### src/rtl/wload_seq.sv
// Weight/bias frame loader: streams NWORDS words into a shadow bank, checks an
// XOR checksum word, then commits the whole frame to wbus on a single edge.
module wload_seq #(
  parameter int NWORDS = 17,
  parameter int AW     = 5
) (
  input  logic                   clk,
  input  logic                   reset,
  input  logic                   start,
  input  logic                   in_valid,
  input  logic [31:0]            in_data,
  output logic                   in_ready,
  output logic [32*NWORDS-1:0]   wbus,
  output logic                   busy,
  output logic                   loaded,
  output logic                   err,
  output logic [AW-1:0]          idx
);

  typedef enum logic [1:0] {IDLE, LOAD, CHECK} state_t;

  state_t                   r_state, w_state_nxt;
  logic [AW-1:0]            r_idx;
  logic [31:0]              r_csum;
  logic [NWORDS-1:0][31:0]  r_shadow;
  logic [NWORDS-1:0][31:0]  r_wbus;
  logic                     r_loaded, r_err;
  logic                     w_start, w_wr, w_last, w_commit, w_fail;

  assign w_last = (r_idx == AW'(NWORDS-1));

  always_comb begin
    w_state_nxt = r_state;
    w_start     = 1'b0;
    w_wr        = 1'b0;
    w_commit    = 1'b0;
    w_fail      = 1'b0;
    case (r_state)
      IDLE: if (start) begin
        w_start     = 1'b1;
        w_state_nxt = LOAD;
      end
      LOAD: if (in_valid) begin
        w_wr = 1'b1;
        if (w_last) w_state_nxt = CHECK;
      end
      CHECK: if (in_valid) begin
        if (in_data == r_csum) w_commit = 1'b1;
        else                   w_fail   = 1'b1;
        w_state_nxt = IDLE;
      end
      default: w_state_nxt = IDLE;
    endcase
  end

  always_ff @(posedge clk) begin
    if (reset) r_state <= IDLE;
    else       r_state <= w_state_nxt;
  end

  always_ff @(posedge clk) begin
    if (reset) begin
      r_idx    <= '0;
      r_csum   <= '0;
      r_wbus   <= '0;
      r_loaded <= 1'b0;
      r_err    <= 1'b0;
    end else begin
      if (w_start) begin
        r_idx    <= '0;
        r_csum   <= '0;
        r_loaded <= 1'b0;
        r_err    <= 1'b0;
      end
      if (w_wr) begin
        r_csum <= r_csum ^ in_data;
        // idx parks on the last word so CHECK still reports NWORDS-1
        if (!w_last) r_idx <= r_idx + AW'(1);
      end
      if (w_commit) begin
        r_wbus   <= r_shadow;
        r_loaded <= 1'b1;
      end
      if (w_fail) r_err <= 1'b1;
    end
  end

  // Shadow bank is never reset: every slot is rewritten before any commit.
  always_ff @(posedge clk) begin
    if (w_wr) r_shadow[r_idx] <= in_data;
  end

  assign in_ready = (r_state != IDLE);
  assign busy     = (r_state != IDLE);
  assign wbus     = r_wbus;
  assign loaded   = r_loaded;
  assign err      = r_err;
  assign idx      = r_idx;

endmodule

### config.mk
export PLATFORM = sky130hd
export DESIGN_NAME = wload_seq
export DESIGN_NICKNAME = d
export VERILOG_FILES = /design/src/rtl/wload_seq.sv
export SDC_FILE = /design/constraint.sdc
export NUM_CORES = 1
export LEC_CHECK = 0
export CAP_MARGIN = 10
export CORE_MARGIN = 2
export CORE_UTILIZATION = 59
export DETAILED_ROUTE_END_ITERATION = 10
export HOLD_SLACK_MARGIN = 0.08
export PLACE_DENSITY = 0.85
export REMOVE_ABC_BUFFERS = 1
export SYNTH_ARGS = -nofsm -noshare
export SYNTH_HDL_FRONTEND = slang
export SYNTH_SLANG_ARGS = --single-unit
### constraint.sdc
create_clock -name clk -period 13.2 [get_ports clk]
set_input_delay 1.32 -clock clk [delete_from_list [all_inputs] [get_ports clk]]
set_output_delay 1.32 -clock clk [all_outputs]
set_load 0.01 [all_outputs]
### After elaboration in Yosys (flattened, before gate mapping)

Cells that the tools add are included.

| word-level totals | value |
|---|---|
| flip-flop bits (word level) | 1129 |
| output and inout bits | 553 |

| operators by class | value |
|---|---|
| add/subtract/negate cells | 1 |
| eq/ne operators | 8 |
| mux-type cells | 26 |
| $lt $le $gt $ge | 2 |
| reductions and logical operators | 7 |
| bitwise gates (word level) | 1 |

Operator list:

| kind | number |
|---|---|
| $bwmux 544 | 1 |
| $demux 32 s5 | 1 |
| $mux 32 | 3 |
| $eq 32x32->1 | 1 |
| $xor 32x32->32 | 1 |
| $mux 5 | 3 |
| $mux 1 | 13 |
| $mux 2 | 4 |
| $ne 2x2->1 const B | 4 |
| $reduce_bool 2->1 | 4 |
| $lt 5x6->1 const B | 1 |
| $pmux 2 s3 | 1 |
| $add 5x1->5 const B | 1 |
| $eq 5x5->1 const B | 1 |
| $ge 5x1->1 const B | 1 |
| $reduce_and 4->1 | 1 |
| $eq 2x1->1 const B | 1 |
| $eq 2x2->1 const B | 1 |
| $logic_not 2->1 | 1 |
| $logic_and 1x1->1 | 1 |

### Longest topological paths before layout

| logic depth | value |
|---|---|
| depth after elaboration | 5 |
| mapped depth | 9 |
| depth with buffers taken out | 7 |

### Least setup slack after synthesis

No wires, ideal clock.

| path | value |
|---|---|
| kind | input -> register |
| from | in in_valid |
| to | reg r_shadow[512] in the netlist's numbering, enable pin |
| data arrival time | 4.820 ns |
| library setup time | 0.505 ns |
| stages on the path | 3 |
| path slack | 7.875 ns |
| path through | nand3b_1 clkbuf_1 nor4_1 |

| on the way | value |
|---|---|
| word-level cells in the longest chain between the ends | 2 |

RTL lines:

| what | line | text |
|---|---|---|
| from (decl) | 10 | `input logic in_valid,` |
| $mux 1 | 43 | `LOAD: if (in_valid) begin` |
| $mux 1 | 38 | `case (r_state)` |
| to (signal, indexed assignment) | 90 | `if (w_wr) r_shadow[r_idx] <= in_data;` |
| to (decl) | 25 | `logic [NWORDS-1:0][31:0] r_shadow;` |

No other way between the ends.
A chain may end at the register's enable or synchronous reset.

### Final worst setup path

| path | value |
|---|---|
| from | in in_data[15] |
| to | reg r_wbus (netlist bit wbus[72]) |

| on the way | value |
|---|---|
| word-level cells in the longest chain between the ends | 4 |

RTL lines:

| what | line | text |
|---|---|---|
| from (decl) | 11 | `input logic [31:0] in_data,` |
| $eq 32x32->1 | 48 | `if (in_data == r_csum) w_commit = 1'b1;` |
| $mux 1 | 48 |  |
| $mux 1 | 47 | `CHECK: if (in_valid) begin` |
| $mux 1 | 38 |  |
| to (signal assigned) | 81 | `r_wbus <= r_shadow;` |
| to (decl) | 26 | `logic [NWORDS-1:0][31:0] r_wbus;` |

No other way between the ends.

==> results.py <==
metrics = {
    "run_status": {
        "status": "finished, final reports clean",
    },
    "run": {
        "drv_cap": 0,
    },
    "clock_tree": {
        "clock_latency_ns": 0.66,
        "cts_tree": "done",
        "clock_path_buffers": 3,
        "cts.clk_slew.worst_paths_ns": 0.06,
        "post-cts-setup-buffers": 0,
        "cts.htree.levels": 3,
        "hold_buffers": 0,
        "ctsResizeCount": 0,
        "cts_buffers": 110,
        "clock_sinks": 1129,
        "cts_root_buf": "clkbuf_16",
    },
    "die": {
        "core_area_um2": 71610,
        "rows": 98,
        "dieArea_um2": 74640,
        "io_pins": 589,
        "die_width_um": 273.2,
        "die-height_um": 273.2,
        "initial_core_util": 0.5971,
    },
    "grt": {
        "gr-usage-all-layers": 0.2827,
        "grt_overflow": 0,
        "antenna_found_initial": 2,
        "grt_pass1_wl_um": 158300,
        "grt_pass1_vias": 25840,
        "grt_max_degree": 229,
    },
    "cells_and_area": {
        "areaGrowthSynthToFinish_pct": 24.11,
        "final_common_cell": "nand2b_1",
        "finalNonFillerCells": 4832,
        "final_nets": 3827,
        "mostFrequentLayoutCells": "nand2b_1 (1,088), clkdlybuf4s50_1 (587), dfxtp_1 (585), mux2i_1 (544), edfxtp_1 (544)",
        "antenna_cells": 0,
        "n_fill_cell": 4604,
        "drive_gt1_frac": 0.06517,
    },
    "yosys": {
        "seq_area_frac_synth": 0.6560,
        "async_flop_share": 0,
        "synth-edff-count": 544,
        "yosysTopAreaCell": "edfxtp_1",
        "avgSynthCellArea_um2": 13.24,
        "ys.flop_type": "dfxtp_1",
        "synthCells": 3230,
        "synth.distinct_cells": 34,
        "synth_area_leaders": "edfxtp_1 (38%), dfxtp_1 (27%), nand2b_1 (16%)",
        "ys_ff_latch": 1129,
        "syn_area_um2": 42760,
        "synth-warning-count": 0,
        "synth.top_cell.area_share": 0.3821,
    },
    "routing": {
        "wl_per_cell_um": 22.35,
        "num_vias": 25950,
        "drc": 0,
        "drtIter0Drc": 2263,
        "antenna_left": 0,
        "vias_per_cell": 5.371,
        "routed_wl_um": 108000,
        "drt_first_pass_iters": 5,
    },
    "worst_setup_path": {
        "critical-path-slowest-cell": "buf_4",
        "critPathLaunchType": "input pin",
        "cpPeakStageDelay_ns": 0.92,
        "crit_type": "input pin to flip-flop",
        "path_delay_family": "buffers and inverters",
        "cp-end-kind": "flip-flop",
        "crit_chain": "clkdlybuf4s50_1 -> xor2_1 -> nor4_1 -> nand4_1 -> nor3_2 -> buf_12 -> buf_4 -> mux2i_1",
        "required_ns": 13.76,
        "crit_buf_inv": 3,
        "crit_path_max_fanout": 150,
        "cp_data_arrival_time_ns": 5.70,
    },
    "sta": {
        "rsz0062_at_grt": "no",
        "worstMarginPinSlew_ns": 1.190,
        "timing.hold.ws_ns": 0.4706,
        "slew_violations": 0,
        "timing.fmax_mhz": 194.6,
        "fin_tns_setup_ns": 0,
        "setup_ws_ns": 8.061,
        "min_period_over_period": 0.3893,
        "hold_viol_final": 0,
        "fin_skew_ns": 0.02213,
        "maxSlewHeadroom": 0.2064,
        "setup_viol": 0,
        "fin_crit_ns": 5.139,
    },
    "placement": {
        "place_ws_ns": 7.559,
        "gp_congestion": 0.8034,
        "numPortBuffers": 588,
        "dp_hpwl_um": 64320,
        "placedCellCount": 4625,
    },
    "power": {
        "power_mw": 7.089,
        "powerDensity_nw_per_um2": 133.6,
        "irDropWorstVdd_uv": 108.7,
        "p_leak_nw": 17.43,
    },
    "hold_path": {
        "worstHoldPathType": "flip-flop to flip-flop",
    },
}
==> worst paths after layout <==
kind / startpoint / to / slack (ns) / depth (start not counted)
setup / recovery: in_data[15] / wbus[72]$_SDFFE_PP0P_ / 8.06 / 8
hold / removal: wbus[67]$_SDFFE_PP0P_ / wbus[67]$_SDFFE_PP0P_ / 0.47 / 2
setup reg to reg: r_csum[23]$_SDFFE_PP0P_ / wbus[72]$_SDFFE_PP0P_ / 9.31 / 7
hold reg to reg: wbus[67]$_SDFFE_PP0P_ / wbus[67]$_SDFFE_PP0P_ / 0.47 / 2
==> cells in the mapped netlist, drive strengths merged (2+ instances only) <==
master / n
a21oi: 34
and2: 16
buf: 63
clkbuf: 138
dfxtp: 585
edfxtp: 544
ha: 4
inv: 3
mux2i: 544
nand2: 39
nand2b: 1088
nand3b: 2
nand4: 3
nor2: 70
nor3: 5
nor4: 12
nor4b: 2
o21ai: 32
xor2: 34
==> logic make-up after synthesis <==
| family | synth area share |
|---|---|
| AO/OA/AOI/OAI | 0.008545 |
| XOR/XNOR | 0.007170 |
| adder cells (fa/ha/maj) | 0.001171 |
| buffers and inverters | 0.02402 |
| flip-flops | 0.6560 |
| multiplexers | 0.1274 |
| AND/OR/NAND/NOR | 0.1758 |
==> where the power goes <==
group | internal, mW | switching [mW] | total [mW]
clock | 1.90 | 1.31 | 3.21
sequential | 3.67 | 0.00482 | 3.68
combinational | 0.0858 | 0.113 | 0.199
total | 5.66 | 1.43 | 7.09
==> routing by layer <==
metal | share of wire | wire [um] | GRT usage | up-vias
met3 | 0.056 | 6071 | 0.04421 | 237
met5 | 0.00027 | 29 | 0 | -
met2 | 0.48 | 51730 | 0.4611 | 862
li1 | - | - | - | 12010
met1 | 0.42 | 44810 | 0.3720 | 12840
met4 | 0.049 | 5329 | 0.1360 | 4
==> registers in the layout, summed over array words and instances (netlist names) <==
register and count:
err 1, idx 5, loaded 1, r_csum 32, r_shadow 544, r_state 2
wbus 544
==> per-stage QoR <==
stage               instance area, um2  utilization
global placement                 49320       0.6887
detailed placement               49320       0.6887
floorplan                        41740            -
CTS                              53070       0.7411
finish                           53070       0.7411
global route                     53070       0.7411
==> layout make-up <==
cell class	count	area (um2)	area share
Inverter	3	11.26	0.0002122
Clock buffer	165	3253	0.06130
Multi-Input combinational cell	1897	13720	0.2586
Clock inverter	42	494.2	0.009313
Sequential cell	1129	28050	0.5285
Timing Repair Buffer	646	6351	0.1197
Tap cell	950	1189	0.02240
==> worst reg2reg max path, delay by kind of cell, from the launching register on <==
family	cells	cell delay, ns
xor+xnor	1	0.17
buf+inv	2	1.91
flops	1	0.33
mux	1	0.44
simple gates	3	0.96
(Power assumes the default switching activity.)
